`config.mk`:
```
export PLATFORM = sky130hd
export DESIGN_NAME = rand_host_requester_flat
export DESIGN_NICKNAME = d
export VERILOG_FILES = /design/src/rtl/rand_host_requester_pkg.sv /design/src/rtl/rand_host_requester_if.sv /design/src/rtl/rand_host_requester_pin_sync_edge.sv /design/src/rtl/rand_host_requester.sv /design/src/flat_wrapper.sv
export SDC_FILE = /design/constraint.sdc
export NUM_CORES = 1
export LEC_CHECK = 0
export ABC_AREA = 1
export CORE_MARGIN = 2
export CORE_UTILIZATION = 25
export CTS_CLUSTER_DIAMETER = 80
export DETAILED_ROUTE_END_ITERATION = 8
export PLACE_DENSITY_LB_ADDON = 0.12
export SLEW_MARGIN = 40
export SYNTH_ARGS = -nofsm -noshare
export SYNTH_HDL_FRONTEND = slang
export SYNTH_SLANG_ARGS = --single-unit
```
`constraint.sdc`:
```
create_clock -name clk -period 2.5 [get_ports clk]
set_input_delay 0.375 -clock clk [delete_from_list [all_inputs] [get_ports clk]]
set_output_delay 0.375 -clock clk [all_outputs]
set_load 0.03 [all_outputs]
```
`src/rtl/rand_host_requester_pkg.sv`:
```
// Shared types for the TRNG host requester: request encoding, FSM states and size decode.
package rand_host_requester_pkg;

    // bit[2] selects RDRAND over RDSEED, [1:0] selects 16/32/64-bit result
    typedef struct packed {
        logic       rdrand;
        logic [1:0] size;
    } rand_req_t;

    localparam rand_req_t RDSEED_16 = '{rdrand: 1'b0, size: 2'd0};
    localparam rand_req_t RDSEED_32 = '{rdrand: 1'b0, size: 2'd1};
    localparam rand_req_t RDSEED_64 = '{rdrand: 1'b0, size: 2'd2};
    localparam rand_req_t RDRAND_16 = '{rdrand: 1'b1, size: 2'd0};
    localparam rand_req_t RDRAND_32 = '{rdrand: 1'b1, size: 2'd1};
    localparam rand_req_t RDRAND_64 = '{rdrand: 1'b1, size: 2'd2};

    typedef enum logic [1:0] {
        IDLE,
        COLLECT,
        RESP,
        DRAIN
    } host_req_state_t;

    // The reserved size code 3 falls back to a 16-bit request
    function automatic int unsigned req_bits(input rand_req_t t);
        case (t.size)
            2'd1:    return 32;
            2'd2:    return 64;
            default: return 16;
        endcase
    endfunction

endpackage

```
`src/rtl/rand_host_requester_if.sv`:
```
// Host command/response port plus the TRNG CPU pin bus, seen from the requester (master).
interface rand_host_requester_if #(
    parameter int OUTPUT_WIDTH = 16,
    parameter int RESULT_WIDTH = 64
);
    import rand_host_requester_pkg::*;

    logic                    cmd_valid;
    rand_req_t               cmd_type;
    logic                    cmd_ready;
    logic                    resp_valid;
    logic [RESULT_WIDTH-1:0] resp_data;
    logic                    resp_err;
    logic                    resp_ready;
    logic                    rand_req;
    rand_req_t               rand_req_type;
    logic [OUTPUT_WIDTH-1:0] rand_byte;
    logic                    rand_valid;
    logic                    slow_clk;

    modport master (
        input  cmd_valid, cmd_type, resp_ready, rand_byte, rand_valid, slow_clk,
        output cmd_ready, resp_valid, resp_data, resp_err, rand_req, rand_req_type
    );

    modport slave (
        output cmd_valid, cmd_type, resp_ready, rand_byte, rand_valid, slow_clk,
        input  cmd_ready, resp_valid, resp_data, resp_err, rand_req, rand_req_type
    );

endinterface

```
`src/rtl/rand_host_requester_pin_sync_edge.sv`:
```
// Two-flop synchronizer for an N-bit pin bus with rise/fall pulses derived from bit 0.
module pin_sync_edge #(
    parameter int N = 18
) (
    input  logic         clk,
    input  logic         rst_n,
    input  logic [N-1:0] d,
    output logic [N-1:0] q,
    output logic         rise,
    output logic         fall
);

    logic [N-1:0] sync_p0;
    logic [N-1:0] sync_p1;
    logic         edge_p2;

    always_ff @(posedge clk) begin
        if (!rst_n) begin
            sync_p0 <= '0;
            sync_p1 <= '0;
            edge_p2 <= 1'b0;
        end else begin
            sync_p0 <= d;
            sync_p1 <= sync_p0;
            edge_p2 <= sync_p1[0];
        end
    end

    assign q    = sync_p1;
    assign rise = sync_p1[0] & ~edge_p2;
    assign fall = ~sync_p1[0] & edge_p2;

endmodule

```
`src/rtl/rand_host_requester.sv`:
```
// Host-side TRNG requester: issues RDSEED/RDRAND on the pin bus, assembles the
// byte-sliced words into a 16/32/64-bit result and returns it over valid/ready.
module rand_host_requester
    import rand_host_requester_pkg::*;
#(
    parameter int OUTPUT_WIDTH    = 16,
    parameter int RESULT_WIDTH    = 64,
    parameter int TIMEOUT_PERIODS = 1023
) (
    input logic                   clk,
    input logic                   rst_n,
    rand_host_requester_if.master bus
);

    localparam int MAX_WORDS = RESULT_WIDTH / OUTPUT_WIDTH;
    localparam int CNT_W     = $clog2(MAX_WORDS) + 1;
    localparam int TMO_W     = $clog2(TIMEOUT_PERIODS + 1);
    localparam int SYNC_W    = OUTPUT_WIDTH + 2;

    function automatic logic [CNT_W-1:0] words_of(input rand_req_t t);
        return CNT_W'(req_bits(t) / OUTPUT_WIDTH);
    endfunction

    host_req_state_t         state;
    logic [CNT_W-1:0]        idx;
    logic [CNT_W-1:0]        words_q;
    logic [TMO_W-1:0]        tmo;
    logic [RESULT_WIDTH-1:0] shreg;
    logic [RESULT_WIDTH-1:0] merged;

    logic [SYNC_W-1:0]       pins_s;
    logic                    fall_p;
    logic                    slow_rise_unused;
    logic                    valid_s;
    logic [OUTPUT_WIDTH-1:0] byte_s;

    // slow_clk rides in bit 0 so its falling edge marks the middle of the data window
    pin_sync_edge #(.N(SYNC_W)) u_sync (
        .clk  (clk),
        .rst_n(rst_n),
        .d    ({bus.rand_byte, bus.rand_valid, bus.slow_clk}),
        .q    (pins_s),
        .rise (slow_rise_unused),
        .fall (fall_p)
    );

    assign valid_s = pins_s[1];
    assign byte_s  = pins_s[SYNC_W-1:2];

    always_comb begin
        merged = shreg;
        merged[idx * OUTPUT_WIDTH +: OUTPUT_WIDTH] = byte_s;
    end

    always_ff @(posedge clk) begin
        if (!rst_n) begin
            state             <= IDLE;
            idx               <= '0;
            words_q           <= '0;
            tmo               <= '0;
            bus.cmd_ready     <= 1'b1;
            bus.rand_req      <= 1'b0;
            bus.rand_req_type <= RDSEED_16;
            bus.resp_valid    <= 1'b0;
            bus.resp_data     <= '0;
            bus.resp_err      <= 1'b0;
        end else begin
            case (state)
                IDLE: begin
                    if (bus.cmd_valid) begin
                        bus.cmd_ready     <= 1'b0;
                        bus.rand_req      <= 1'b1;
                        bus.rand_req_type <= bus.cmd_type;
                        words_q           <= words_of(bus.cmd_type);
                        idx               <= '0;
                        tmo               <= '0;
                        state             <= COLLECT;
                    end
                end
                COLLECT: begin
                    // A valid word always beats the timeout, and restarts its window
                    if (fall_p && valid_s) begin
                        idx <= idx + CNT_W'(1);
                        tmo <= '0;
                        if (idx + CNT_W'(1) == words_q) begin
                            bus.rand_req   <= 1'b0;
                            bus.resp_valid <= 1'b1;
                            bus.resp_data  <= merged;
                            bus.resp_err   <= 1'b0;
                            state          <= RESP;
                        end
                    end else if (fall_p) begin
                        if (tmo == TMO_W'(TIMEOUT_PERIODS - 1)) begin
                            bus.rand_req   <= 1'b0;
                            bus.resp_valid <= 1'b1;
                            bus.resp_data  <= '0;
                            bus.resp_err   <= 1'b1;
                            state          <= RESP;
                        end else begin
                            tmo <= tmo + TMO_W'(1);
                        end
                    end
                end
                RESP: begin
                    if (bus.resp_ready) begin
                        bus.resp_valid <= 1'b0;
                        state          <= DRAIN;
                    end
                end
                DRAIN: begin
                    // Wait until the TRNG has visibly closed the transfer
                    if (fall_p && !valid_s) begin
                        bus.cmd_ready <= 1'b1;
                        state         <= IDLE;
                    end
                end
                default: state <= IDLE;
            endcase
        end
    end

    always_ff @(posedge clk) begin
        if (state == IDLE && bus.cmd_valid) begin
            shreg <= '0;
        end else if (state == COLLECT && fall_p && valid_s) begin
            shreg <= merged;
        end
    end

endmodule
```
`src/flat_wrapper.sv`:
```
// flat-port wrapper written by rule: the top's interface ports become plain ports
module rand_host_requester_flat import rand_host_requester_pkg::*;
#(
    parameter int OUTPUT_WIDTH    = 16,
    parameter int RESULT_WIDTH    = 64,
    parameter int TIMEOUT_PERIODS = 1023
)
  (clk, rst_n, bus_cmd_valid, bus_cmd_type, bus_resp_ready, bus_rand_byte, bus_rand_valid, bus_slow_clk, bus_cmd_ready, bus_resp_valid, bus_resp_data, bus_resp_err, bus_rand_req, bus_rand_req_type);
  rand_host_requester_if #(.OUTPUT_WIDTH(OUTPUT_WIDTH), .RESULT_WIDTH(RESULT_WIDTH)) bus_i ();
  input logic clk;
  input logic rst_n;
  input wire logic [$bits(bus_i.cmd_valid)-1:0] bus_cmd_valid;
  input wire logic [$bits(bus_i.cmd_type)-1:0] bus_cmd_type;
  input wire logic [$bits(bus_i.resp_ready)-1:0] bus_resp_ready;
  input wire logic [$bits(bus_i.rand_byte)-1:0] bus_rand_byte;
  input wire logic [$bits(bus_i.rand_valid)-1:0] bus_rand_valid;
  input wire logic [$bits(bus_i.slow_clk)-1:0] bus_slow_clk;
  output wire logic [$bits(bus_i.cmd_ready)-1:0] bus_cmd_ready;
  output wire logic [$bits(bus_i.resp_valid)-1:0] bus_resp_valid;
  output wire logic [$bits(bus_i.resp_data)-1:0] bus_resp_data;
  output wire logic [$bits(bus_i.resp_err)-1:0] bus_resp_err;
  output wire logic [$bits(bus_i.rand_req)-1:0] bus_rand_req;
  output wire logic [$bits(bus_i.rand_req_type)-1:0] bus_rand_req_type;
  assign bus_i.cmd_valid = bus_cmd_valid;
  assign bus_i.cmd_type = bus_cmd_type;
  assign bus_i.resp_ready = bus_resp_ready;
  assign bus_i.rand_byte = bus_rand_byte;
  assign bus_i.rand_valid = bus_rand_valid;
  assign bus_i.slow_clk = bus_slow_clk;
  assign bus_cmd_ready = bus_i.cmd_ready;
  assign bus_resp_valid = bus_i.resp_valid;
  assign bus_resp_data = bus_i.resp_data;
  assign bus_resp_err = bus_i.resp_err;
  assign bus_rand_req = bus_i.rand_req;
  assign bus_rand_req_type = bus_i.rand_req_type;
  rand_host_requester #(.OUTPUT_WIDTH(OUTPUT_WIDTH), .RESULT_WIDTH(RESULT_WIDTH), .TIMEOUT_PERIODS(TIMEOUT_PERIODS)) u_core (.clk(clk), .rst_n(rst_n), .bus(bus_i));
endmodule
```
==> results of run 1 <==
[registers in the layout (all words and copies together) (netlist names)]
register                  flops
u_core.u_sync.edge_p2         1
u_core.bus.resp_data         64
u_core.bus.cmd_ready          1
u_core.state                  2
u_core.u_sync.q              18
u_core.bus.resp_err           1
u_core.bus.resp_valid         1
u_core.tmo                   10
u_core.shreg                 64
u_core.idx                    3
u_core.bus.rand_req           1
u_core.u_sync.sync_p0        18
u_core.words_q                3
u_core.bus.rand_req_type      3
[through the flow]
stage	hold WS [ns]	std cells
floorplan	0.390	1229
global placement	0.400	1722
detailed placement	0.397	1722
CTS	0.336	1753
global route	0.373	1753
finish	0.351	1753
[final cells by class]
| type | count | area share [%] |
|---|---|---|
| Multi-Input combinational cell | 844 | 36.9 |
| Sequential cell | 190 | 36.4 |
| Timing Repair Buffer | 119 | 11.6 |
| Tap cell | 448 | 5.37 |
| Inverter | 121 | 4.40 |
| Clock buffer | 17 | 4.07 |
| Clock inverter | 14 | 1.20 |
[power groups by stage]
stage               combinational, mW  sequential (mW)  clock (mW)
floorplan                       0.828             3.35           0
global placement                 1.26             3.33           0
detailed placement               1.25             3.33           0
CTS                              1.26             3.26        2.78
global route                     1.41             3.27        2.92
finish                           1.24             3.26        2.68
[cells by family after synthesis]
kind of cell	after synthesis	synth area share [%]
XOR/XNOR	1	0.102
flip-flops	190	44.3
adder cells (fa/ha/maj)	14	2.04
buffers and inverters	195	10.8
AO/OA/AOI/OAI	196	12.6
AND/OR/NAND/NOR	633	30.2
[placed cells by master, fill, tap and decap left out]
cell	count
nand2_1	296
nor2_1	210
dfxtp_1	190
o21ai_0	133
inv_1	117
nand3_1	103
clkdlybuf4s50_1	94
a21oi_1	18
buf_4	18
o21bai_1	17
clkbuf_16	17
o21a_1	16
ha_1	14
nor2_2	12
o21ai_1	8
inv_6	7
buf_12	7
inv_8	4
inv_2	3
nand3_2	3
nand4_1	3
clkinvlp_4	3
o21ai_2	1
nor2_4	1
a211oi_1	1
or2_2	1
nand2_2	1
o21ai_4	1
nand2_4	1
xor2_1	1
nor4_1	1
o31ai_1	1
nand3b_1	1
clkinv_2	1
[worst max-delay path, stage by stage, from the launching register on]
cell     delay [ns]
dfxtp_1        0.40
inv_1          0.10
ha_1           0.19
ha_1           0.38
nand3_1        0.10
buf_4          0.21
o21ai_0        0.40
nand2_1        0.12
nand3_1        0.10
nand2_1        0.05
nor2_1         0.10
[per-layer routing]
metal / global-route usage (%) / wire, um / share of wire (%)
met3: 2.56 / 709 / 2.8
met5: 0 / 0 / 0
met2: 24.8 / 11800 / 46
met4: 4.32 / 414 / 1.6
met1: 19.5 / 12500 / 49
[path summary, 6_finish.rpt]
path	from	end	cells past startpoint
max	u_core.idx[1]	u_core.bus.resp_data[19]	10
min	rst_n	u_core.tmo[1]	3
max reg2reg	u_core.idx[1]	u_core.bus.resp_data[19]	10
min reg2reg	u_core.u_sync.sync_p0[8]	u_core.u_sync.q[8]	2
==> results by group, run 1 <==
Yosys
  • Asr flop ratio synth: 0%
  • EDFF count, synth: 0
  • Mapped Cells: 1229
  • Post-synth top area share: 44.3%
  • Post-synth net total: 1268
  • Most numerous cell in the Yosys netlist: nand2_1
  • Mapped Area: 8580 um2
  • Ys flop type: dfxtp_1
  • Yosys cell types: 34
  • Sequential share of the synthesized area: 44.3%
  • Synth area leader: dfxtp_1
  • Top post-synthesis cells by area: dfxtp_1, nand2_1, nor2_1
  • Syn_area_per_cell: 6.98 um2
  • Flops & latches, synth: 190
  • Yosys warnings: 0
  • Top cells by count, synth: nand2_1, nor2_1, dfxtp_1

Detailed routing
  • Iter 0 DRT Violations: 460
  • Avg WL per Cell: 14.5 um
  • DR vias: 7629
  • Antenna Nets Post-Route: 0
  • Via/cell ratio: 4.35
  • Pre-Repair DR Iteration Count: 5
  • Routed WL: 25400 um
  • Remaining DRCs: 0

Die
  • Chip Height: 189 um
  • Placeable Area: 33700 um2
  • I/O Pins: 96
  • Cell Rows: 67
  • Starting Density: 25.5%
  • Die area: 35800 um2
  • Die width: 189 um

Layout
  • ANT cells: 0
  • Fillers: 3765
  • Layout cell share with drive strength beyond 1: 6.21%
  • Post-route cell area: 10400 um2
  • Fin util: 31.0%
  • Synth-to-Final Area Change: 21.7%
  • Multi-input logic area: 3850 um2
  • Sequential cell area: 3800 um2
  • Final net count: 1332

Timing
  • Final hold vios: 0
  • Worst Max-Slew Pin Slew: 0.594 ns
  • RSZ-0062 raised after global routing: no
  • Setup_tns: 0 ns
  • F_max: 0.452 GHz
  • Final WS setup: 0.289 ns
  • Final slew viol count: 0
  • Rel. slew slack: 60.3%
  • Final min period: 2.21 ns
  • Clk_skew: 0.0170 ns
  • Final period util: 88.4%
  • Setup violators final: 0

Critical path
  • Startpoint types: register
  • Worst EP required: 2.88 ns
  • Nature of the critical path endpoint: register
  • Reg-to-reg slack, setup: 0.29 ns
  • Maximum fanout along the worst path: 16
  • Crit path DAT: 2.59 ns
  • Setup CP Type: reg2reg

Global routing
  • Total track usage: 14.8%
  • Initial antenna violation count: 0
  • Largest net degree at the start of global routing: 117
  • Grt total ovfl: 0
  • Global-route wire length before repair: 41600 um
  • Vias in the first global route: 7590

Place
  • PortBufs: 95
  • Post-Place Setup Slack: 0.283 ns
  • Placed wire-length estimate: 16700 um
  • Dpl cell area: 9890 um2
  • Routability congestion estimate: 0.782

Job
  • Max-Cap Viols: 0

Power
  • Cell internal pwr: 4.85 mW
  • Clock network power share: 37.3%
  • Reg power frac: 45.4%
  • Maximum VDD drop: 508 uV
  • Pwr dens: 687 nW/um2
  • Comb power frac: 17.3%
  • Leakage dissipation: 4.36 nW
  • Sw power: 2.33 mW
  • Final total power: 7.18 mW
  • Sw frac: 32.4%

Clocking
  • CTS Hold Buffers Added: 0
  • Cts repair resizes: 0
  • CTS tree: done
  • Root Driver: clkbuf_16
  • Postcts setup bufs: 0
  • CTS Buffer Depth: 2
  • H-tree level count: 4
  • TritonCTS Buffers: 17
  • Worst-Skew Late Latency: 0.45 ns
  • Clk sinks: 190
  • Worst-path clk slew: 0.07 ns

Worst hold path
  • Worst min path class: in2reg

Status
  • Status: complete, no violations
(Power assumes the default switching activity.)
==> run 2, diff against run 1 <==
--- a/config.mk
+++ b/config.mk
@@ -9,6 +9,7 @@
 export CORE_MARGIN = 2
 export CORE_UTILIZATION = 25
 export CTS_CLUSTER_DIAMETER = 80
+export CTS_CLUSTER_SIZE = 8
 export DETAILED_ROUTE_END_ITERATION = 8
 export PLACE_DENSITY_LB_ADDON = 0.12
 export SLEW_MARGIN = 40
==> constraint.sdc (replaced) <==
create_clock -name clk -period 2.5 [get_ports clk]
set_input_delay 0.375 -clock clk [delete_from_list [all_inputs] [get_ports clk]]
set_output_delay 0.375 -clock clk [all_outputs]
set_load 0.005 [all_outputs]
==> results of run 2 <==
Same layout as run 1 (identical final DEF). Status: complete, no violations.
Among the figures that moved: total power 7.18 mW -> 7.12 mW
